<file path="config.mk">
export PLATFORM = sky130hd
export DESIGN_NAME = mod_counter_chain
export DESIGN_NICKNAME = d
export VERILOG_FILES = /design/src/rtl/mod_counter_chain.sv
export SDC_FILE = /design/constraint.sdc
export NUM_CORES = 1
export LEC_CHECK = 0
export CAP_MARGIN = 20
export CORE_UTILIZATION = 52
export DETAILED_ROUTE_END_ITERATION = 10
export GPL_TIMING_DRIVEN = 0
export PLACE_DENSITY = 0.91
export SKIP_LAST_GASP = 1
export SYNTH_ARGS = -nofsm -noshare
export SYNTH_HDL_FRONTEND = slang
export SYNTH_SLANG_ARGS = --single-unit
</file>
<file path="constraint.sdc">
create_clock -name clk -period 2.9 [get_ports clk]
set_input_delay 0.29 -clock clk [delete_from_list [all_inputs] [get_ports clk]]
set_output_delay 0.29 -clock clk [all_outputs]
set_load 0.02 [all_outputs]
</file>
<file path="src/rtl/mod_counter_chain.sv">
// mod_counter_chain: multi-digit modulo counter chain.
//
// Digit i counts modulo MAXV[i*W +: W] + 1. Digit 0 is least significant. The whole chain
// updates on a single clock edge and can count up or down. It supports synchronous clear
// and load, and gives registered one-cycle wrap pulses per digit and for the full chain.
//
// Optional feature macro: COUNTER_SATURATE_EN. When it is defined, the chain holds at its
// full-chain limit instead of wrapping, and carry reports every blocked step.
//
// Ports:
//   clk        in   rising-edge clock
//   reset      in   asynchronous active-low reset
//   en         in   count enable, one step per edge
//   up         in   1 = increment, 0 = decrement
//   clear      in   synchronous clear (highest synchronous priority)
//   load       in   synchronous parallel load, saturated per digit to MAXV
//   load_val   in   load data, packed like count
//   count      out  registered chain value
//   digit_wrap out  registered one-cycle pulse per digit that wrapped
//   carry      out  registered one-cycle pulse when the whole chain wrapped (or was blocked)
//   tc         out  combinational: every digit at its terminal value for the current up
module mod_counter_chain #(
  parameter int unsigned         DIGITS = 4,
  parameter int unsigned         W      = 4,
  parameter logic [DIGITS*W-1:0] MAXV   = {4'd5, 4'd9, 4'd5, 4'd9}
) (
  input  logic                clk,
  input  logic                reset,
  input  logic                en,
  input  logic                up,
  input  logic                clear,
  input  logic                load,
  input  logic [DIGITS*W-1:0] load_val,
  output logic [DIGITS*W-1:0] count,
  output logic [DIGITS-1:0]   digit_wrap,
  output logic                carry,
  output logic                tc
);

  logic [DIGITS*W-1:0] count_q, count_d;
  logic [DIGITS-1:0]   digit_wrap_q, digit_wrap_d;
  logic                carry_q, carry_d;
  logic [DIGITS-1:0]   at_term;
  logic                blocked;

  // A digit is terminal at MAXV when counting up and at 0 when counting down.
  always_comb begin : p_term
    for (int unsigned i = 0; i < DIGITS; i++) begin
      at_term[i] = (count_q[i*W +: W] == (up ? MAXV[i*W +: W] : {W{1'b0}}));
    end
  end

  assign tc = &at_term;

`ifdef COUNTER_SATURATE_EN
  assign blocked = tc;
`else
  assign blocked = 1'b0;
`endif

  always_comb begin : p_next
    logic         lower_term;
    logic [W-1:0] dig;
    logic [W-1:0] max_dig;
    count_d      = count_q;
    digit_wrap_d = '0;
    carry_d      = 1'b0;
    lower_term   = 1'b1;
    dig          = '0;
    max_dig      = '0;
    if (clear) begin
      count_d = '0;
    end else if (load) begin
      for (int unsigned i = 0; i < DIGITS; i++) begin
        dig     = load_val[i*W +: W];
        max_dig = MAXV[i*W +: W];
        count_d[i*W +: W] = (dig > max_dig) ? max_dig : dig;
      end
    end else if (en) begin
      if (blocked) begin
        // At the full-chain limit in saturating mode: hold and flag the blocked step.
        carry_d = 1'b1;
      end else begin
        carry_d = tc;
        for (int unsigned i = 0; i < DIGITS; i++) begin
          dig     = count_q[i*W +: W];
          max_dig = MAXV[i*W +: W];
          // A digit steps only when every lower digit is terminal.
          if (lower_term) begin
            digit_wrap_d[i] = at_term[i];
            if (up) begin
              count_d[i*W +: W] = at_term[i] ? {W{1'b0}} : dig + W'(1);
            end else begin
              count_d[i*W +: W] = at_term[i] ? max_dig : dig - W'(1);
            end
          end
          lower_term = lower_term & at_term[i];
        end
      end
    end
  end

  always_ff @(posedge clk or negedge reset) begin
    if (!reset) begin
      count_q      <= '0;
      digit_wrap_q <= '0;
      carry_q      <= 1'b0;
    end else begin
      count_q      <= count_d;
      digit_wrap_q <= digit_wrap_d;
      carry_q      <= carry_d;
    end
  end

  assign count      = count_q;
  assign digit_wrap = digit_wrap_q;
  assign carry      = carry_q;

endmodule

</file>
==> results of run 1 <==
[power groups by stage]
stage | registers, mW | clock network (mW) | logic (mW)
after CTS | 0.340 | 0.149 | 0.274
after global placement | 0.345 | 0 | 0.267
after global routing | 0.343 | 0.159 | 0.305
after floorplan | 0.360 | 0 | 0.155
final | 0.340 | 0.146 | 0.280
after detailed placement | 0.345 | 0 | 0.272
[flip-flops by register name, indices dropped and copies added (netlist names)]
signal,count
count,16
digit_wrap,4
carry,1
[per-layer routing]
| layer | wire length, um | up-vias | track usage [%] | share of wire [%] |
|---|---|---|---|---|
| li1 | - | 793 | - | - |
| met1 | 1760 | 788 | 33.6 | 44 |
| met2 | 1990 | 56 | 41.7 | 50 |
| met3 | 199 | 7 | 3.08 | 5.0 |
| met4 | 62 | 0 | 12.2 | 1.5 |
| met5 | 0 | - | 0 | 0 |
[per-stage QoR]
stage                     cells  worst slack, ns
final                       281            0.146
after floorplan             191            0.984
after global placement      276            0.199
after CTS                   280            0.164
after detailed placement    276            0.176
after global routing        281           0.0690
[worst paths after layout]
kind,slack [ns],cells past startpoint,start,endpoint
max,0.15,7,up,tc
min,0.20,1,reset,count[7]$_DFFE_PN0P_
max reg2reg,1.08,5,count[0]$_DFFE_PN0P_,count[12]$_DFFE_PN0P_
min reg2reg,0.62,1,count[11]$_DFFE_PN0P_,count[11]$_DFFE_PN0P_
max in group asynchronous,2.32,2,reset,digit_wrap[3]$_DFF_PN0_
min in group clk,0.38,3,en,count[3]$_DFFE_PN0P_
[cell type report]
type	instances	area, um^2	area share [%]
Buffer	10	48.8	2.25
Clock buffer	4	26.3	1.21
Inverter	15	56.3	2.60
Multi-Input combinational cell	145	1020	46.9
Sequential cell	21	526	24.2
Tap cell	44	55.1	2.54
Timing Repair Buffer	42	438	20.2
[worst reg2reg max path, delay by kind of cell (launching register included)]
family / cells / cell delay (ns)
DFF: 1 / 0.53
AOI/OAI and AO/OA: 2 / 0.59
xor gates and xnor gates: 1 / 0.15
and+or+nand+nor: 2 / 0.44
[cells in the final DEF, fill, tap and decap left out, types with 2 or more instances in the layout]
cell type / netlist / routed
clkbuf_4: 0 / 3
o22ai_1: 5 / 5
a21oi_1: 13 / 13
o31ai_1: 3 / 3
nor2_1: 19 / 19
and3_1: 4 / 4
a21o_1: 2 / 2
nor3_1: 10 / 10
ha_1: 8 / 8
dfrtp_1: 21 / 21
and2_1: 3 / 3
nand2_1: 7 / 7
or2_2: 2 / 2
o21ai_0: 11 / 11
nand3_1: 2 / 2
a211oi_1: 5 / 5
nor4_1: 3 / 3
a221oi_1: 3 / 3
inv_1: 15 / 15
clkdlybuf4s50_1: 0 / 41
nand4b_1: 2 / 2
a22oi_1: 3 / 3
a31oi_1: 4 / 4
xnor2_1: 7 / 7
buf_2: 6 / 6
nor2b_1: 2 / 2
mux2i_1: 7 / 7
clkbuf_1: 3 / 4
[kinds of logic (layout without fill, tap and decap cells)]
logic type,after synthesis,count (layout),synth area share (%)
AOI/OAI and AO/OA,62,62,27.2
adders and majority gates,8,8,6.07
buffers and inverters,25,71,6.38
muxes,7,7,4.25
xor gates and xnor gates,7,7,3.72
DFF,21,21,31.9
and+or+nand+nor,61,61,20.5
==> summary.txt, run 1 <==
Run status
  – Outcome: finished clean

Die
  – Die W: 58.3 um
  – Die ar.: 0.00340 mm^2
  – Num rows: 20
  – Starting density of the core: 54.4%
  – Ports: 44
  – Die H: 58.3 um
  – Core area: 0.00303 mm^2

STA
  – WHS: between 0.2 and 0.25 ns
  – Final slew viol count: 0
  – Unrepaired setup endpoints after global routing: false
  – Clk_skew: 0.00196 ns
  – Max_slew headroom: 69.9%
  – Final Hold Vio Count: 0
  – Setup TNS: 0 ns
  – Minimum clock period: ~2.8 ns
  – Post-route clock period utilization: 95.0%
  – Worst Max-Slew Pin Slew: about 0.45 ns
  – FMAX: 0.363 GHz
  – Setup-failing EPs final: 0

Pwr
  – Pwr per Cell Area: 354 mW/mm^2
  – P_int: 496 uW
  – Power share of the combinational group: 36.6%
  – Peak supply drop: 0.200 mV
  – Tot Pwr: 767 uW
  – Reg power frac: 44.3%
  – Clock power share: 19.1%
  – Sw Ratio: 35.3%
  – Pleak: between 0.8 and 0.9 nW
  – Switching pwr: 271 uW

Clock network
  – CTS buffer count: 3
  – Worst-Skew Late Latency: 0.31 ns
  – Clock Path Buffers: 2
  – Clock sink total: 21
  – CTS-repair resized insts: 0
  – Clk slew on worst S/H paths: 0.12 ns
  – # Post-CTS Setup Buffers: 0
  – CTS root buf: clkbuf_4
  – H-tree depth: 1
  – Hold buffer count at cts: 0
  – TritonCTS clock tree: done

Synthesis
  – Cell taking the most area after synthesis: dfrtp_1
  – Synth top area share: about a third
  – Most common cell in the netlist: dfrtp_1
  – Syn Std Cell Area: between 0.0015 and 0.002 mm^2
  – Distinct cells, synth: 47
  – Post-Syn Area per Cell: 8.63 um^2
  – Post-synth EDFFs: 0
  – Synth top cells by count: dfrtp_1 (21), nor2_1 (19), inv_1 (15)
  – YS warnings: 0
  – Syn_nets: 221
  – Post-synth ARST share: 100%
  – Flops & latches, synth: 21
  – Main synth FF type: dfrtp_1
  – Sequential share of the synthesized area: 31.9%
  – Synth top area cells: dfrtp_1 (32%), ha_1 (6.1%), nor2_1 (4.3%), mux2i_1 (4.3%), a21oi_1 (3.9%)
  – Mapped Cells: 191

Placed design
  – IO Port Bufs: 41
  – Hpwl dp: around 2900 um
  – Routability congestion estimate: 0.852
  – DP Area: 0.00211 mm^2

Global route
  – First-pass GRT wire length: 6600 um
  – Vias in the first global route: 1,472
  – Gr usage total: 25.4%
  – Largest net degree at the start of global routing: 22
  – Initial antenna violation count: 0
  – GR Overflow Total: 0

Routing
  – Detailed-route via count: 1,644
  – DRT iter0 DRCs: 62
  – 1st-pass router iterations: 4
  – WL/cell: 14.3 um
  – Drt total wl: about 4000 um
  – DR vias/cell: 5.85
  – # DRC: 0
  – Antenna viol nets, final: 0

Layout
  – Util after Layout: between 70 and 80%
  – Final Net Count: 268
  – # diodes: 0
  – P&R area growth vs syn: 31.5%
  – FILL cells: 242
  – Layout cells sized above 1: 10.1%
  – Final instance area: between 0.002 and 0.0025 mm^2

Critical path
  – Worst setup EP type: primary output
  – Critical path fanouts, max: 10
  – CP required: 2.61 ns
  – Top delay family on crit path: buffers and inverters
  – Worst Path Buf+Inv: 3
  – CP max-delay cell: clkdlybuf4s50_1
  – Slowest stage delay, CP: 0.64 ns
  – Worst EP arrival: approximately 2.5 ns
  – Crit path kind: in -> out
  – Startpoint class of the critical path: primary input
  – CP cell instances: clkdlybuf4s50_1 -> buf_4 -> nor3_1 -> o21a_1 -> nand2_1 -> nor3_1 -> clkdlybuf4s50_1

Hold path
  – Hold WC Path Type: in -> async

Run
  – Max-Cap Viols: 0
Note: power is estimated with default switching activity, not from simulation.
==> run 2, diff against run 1 <==
--- a/config.mk
+++ b/config.mk
@@ -6,11 +6,12 @@
 export NUM_CORES = 1
 export LEC_CHECK = 0
 export CAP_MARGIN = 20
-export CORE_UTILIZATION = 52
+export CORE_UTILIZATION = 35
 export DETAILED_ROUTE_END_ITERATION = 10
 export GPL_TIMING_DRIVEN = 0
-export PLACE_DENSITY = 0.91
+export PLACE_DENSITY = 0.67
 export SKIP_LAST_GASP = 1
+export SLEW_MARGIN = 20
 export SYNTH_ARGS = -nofsm -noshare
 export SYNTH_HDL_FRONTEND = slang
 export SYNTH_SLANG_ARGS = --single-unit
==> run 2 against run 1 <==
The flow now finishes with violations (design-rule violations, negative hold slack). Sequential share of layout area about the same. Worst setup slack better by 0.025 ns. Flip-flop and latch count unchanged. Count of clock-buffer cells in the layout unchanged. Clock skew about the same. Critical endpoint unchanged.
==> summary.txt, run 2 (same netlist as run 1, synthesis figures left out) <==
Run status
  – Outcome: complete, but fails checks
  – Failing checks: design-rule violations, negative hold slack

Global route
  – Vias in the first global route: 1,559 (+5.9%)
  – GR Overflow Total: 0 (unchanged)
  – Initial antenna violation count: 0 (unchanged)
  – First-pass GRT wire length: 7420 um (+13%)
  – Largest net degree at the start of global routing: 22 (unchanged)
  – Gr usage total: 18.5% (-7.0 points)

Hold path
  – Hold WC Path Type: in -> async

STA
  – Unrepaired setup endpoints after global routing: false
  – WHS: -0.0217 ns (-0.222 ns)
  – Minimum clock period: 2.73 ns (-0.0248 ns)
  – Final Hold Vio Count: 21 (+21)
  – Final slew viol count: 0 (unchanged)
  – Setup TNS: 0 ns (unchanged)
  – Post-route clock period utilization: 94.1% (-0.85 points)
  – Setup-failing EPs final: 0 (unchanged)
  – Worst Max-Slew Pin Slew: 0.508 ns (+0.0573 ns)
  – Max_slew headroom: 66.1% (-3.8 points)
  – FMAX: 0.366 GHz (+0.91%)
  – Clk_skew: 0.00198 ns (+0.0000218 ns)

Clock network
  – Worst-Skew Late Latency: 0.26 ns (-0.05 ns)
  – TritonCTS clock tree: done
  – H-tree depth: 1 (unchanged)
  – Clk slew on worst S/H paths: 0.08 ns (-0.04 ns)
  – CTS-repair resized insts: 0 (unchanged)
  – # Post-CTS Setup Buffers: 0 (unchanged)
  – Clock sink total: 21 (unchanged)
  – CTS buffer count: 3 (unchanged)
  – CTS root buf: clkbuf_8
  – Clock Path Buffers: 2 (unchanged)
  – Hold buffer count at cts: 0 (unchanged)

Die
  – Ports: 44 (unchanged)
  – Starting density of the core: 37.1% (-17 points)
  – Die W: 70.6 um (+21%)
  – Die ar.: 0.00499 mm^2 (+47%)
  – Core area: 0.00444 mm^2 (+47%)
  – Num rows: 24 (+20%)
  – Die H: 70.6 um (+21%)

Routing
  – Antenna viol nets, final: 0 (unchanged)
  – DRT iter0 DRCs: 147 (+140%)
  – WL/cell: 14.3 um (about the same)
  – Detailed-route via count: 1,593 (-3.1%)
  – Drt total wl: 4110 um (+2.4%)
  – DR vias/cell: 5.53 (-5.5%)
  – # DRC: 4 (+4)
  – 1st-pass router iterations: 7 (+3)

Layout
  – Most frequent cells in the layout: clkdlybuf4s50_1 (40), dfrtp_1 (21), nor2_1 (19)
  – P&R area growth vs syn: 31.3%
  – Commonest non-fill, non-tap cell in the layout: clkdlybuf4s50_1
  – Largest register FFs: 16 (unchanged)
  – Final Net Count: 267 (-0.37%)
  – FILL cells: 447 (+85%)
  – # diodes: 0 (unchanged)
  – Layout cells sized above 1: 10.2% (+0.043 points)

Placed design
  – Routability congestion estimate: 0.813 (-4.5%)
  – Hpwl dp: 3070 um (+4.6%)
  – IO Port Bufs: 41 (unchanged)

Critical path
  – Startpoint class of the critical path: primary input
  – Worst EP arrival: 2.44 ns (-0.02 ns)
  – CP required: 2.61 ns (about the same)
  – Worst setup EP type: primary output
  – Critical path fanouts, max: 10 (unchanged)
  – Crit path kind: in -> out

Run
  – Max-Cap Viols: 0 (unchanged)

Pwr
  – Peak supply drop: 0.153 mV (-23%)
  – Pleak: 0.868 nW (-0.56%)
  – Pwr per Cell Area: 376 mW/mm^2 (+6.3%)
run 2: cell types whose count changed in the layout (fill, tap and decap cells not counted), sizes merged:
cell           previous run  this run
clkdlybuf4s50            41        40
run 2: path summary, 6_finish.rpt:
kind	from	endpoint	slack [ns]	cells past startpoint
max in group asynchronous	reset	count[12]$_DFFE_PN0P_	2.59	1
min in group clk	load	count[14]$_DFFE_PN0P_	0.43	3
worst min-delay path	reset	digit_wrap[0]$_DFF_PN0_	-0.02	1
worst min register to register	count[11]$_DFFE_PN0P_	count[11]$_DFFE_PN0P_	0.62	1
worst max-delay path	up	tc	0.17	7
worst max register to register	count[0]$_DFFE_PN0P_	count[1]$_DFFE_PN0P_	1.18	5
run 2: through the flow:
step	total power [mW]	std cells	setup WS (ns)	utilization (%)	cell area (um^2)
2_1_floorplan	0.515	191	0.984	-	1650
3_3_place_gp	0.616	284	0.174	47.8	2120
3_5_place_dp	0.619	284	0.191	47.8	2120
4_1_cts	0.818	288	0.177	48.8	2170
5_1_grt	0.867	288	0.0428	48.7	2160
6_report	0.813	288	0.171	48.7	2160
run 2: worst max-delay path, cell delays in order:
cell	delay, ns
clkdlybuf4s50_1	0.47
buf_4	0.20
nor3_1	0.24
o21a_1	0.26
nand2_1	0.14
nor3_1	0.20
clkdlybuf4s50_1	0.64
run 2: report_power, final:
part	switching [mW]	total, mW	internal (mW)
Clock	0.102	0.201	0.0981
Combinational	0.145	0.273	0.128
Sequential	0.0303	0.339	0.309
Total	0.278	0.813	0.535
run 2: final cells by class:
type,count,area [um^2],share of cell area [%]
inverters,15,56.3,2.60
plain buffers,10,48.8,2.26
well taps,52,65.1,3.01
clock buffers,4,45.0,2.08
flip-flops and latches,21,526,24.3
repair buffers,41,405,18.7
multi-input cells,145,1020,47.0
run 2: metal layers:
metal	share of wire, %	track usage, %	up-vias
li1	-	-	786
met1	49	26.2	761
met2	46	30.0	41
met3	4.1	2.71	5
met4	0.97	4.22	0
met5	0	0	-
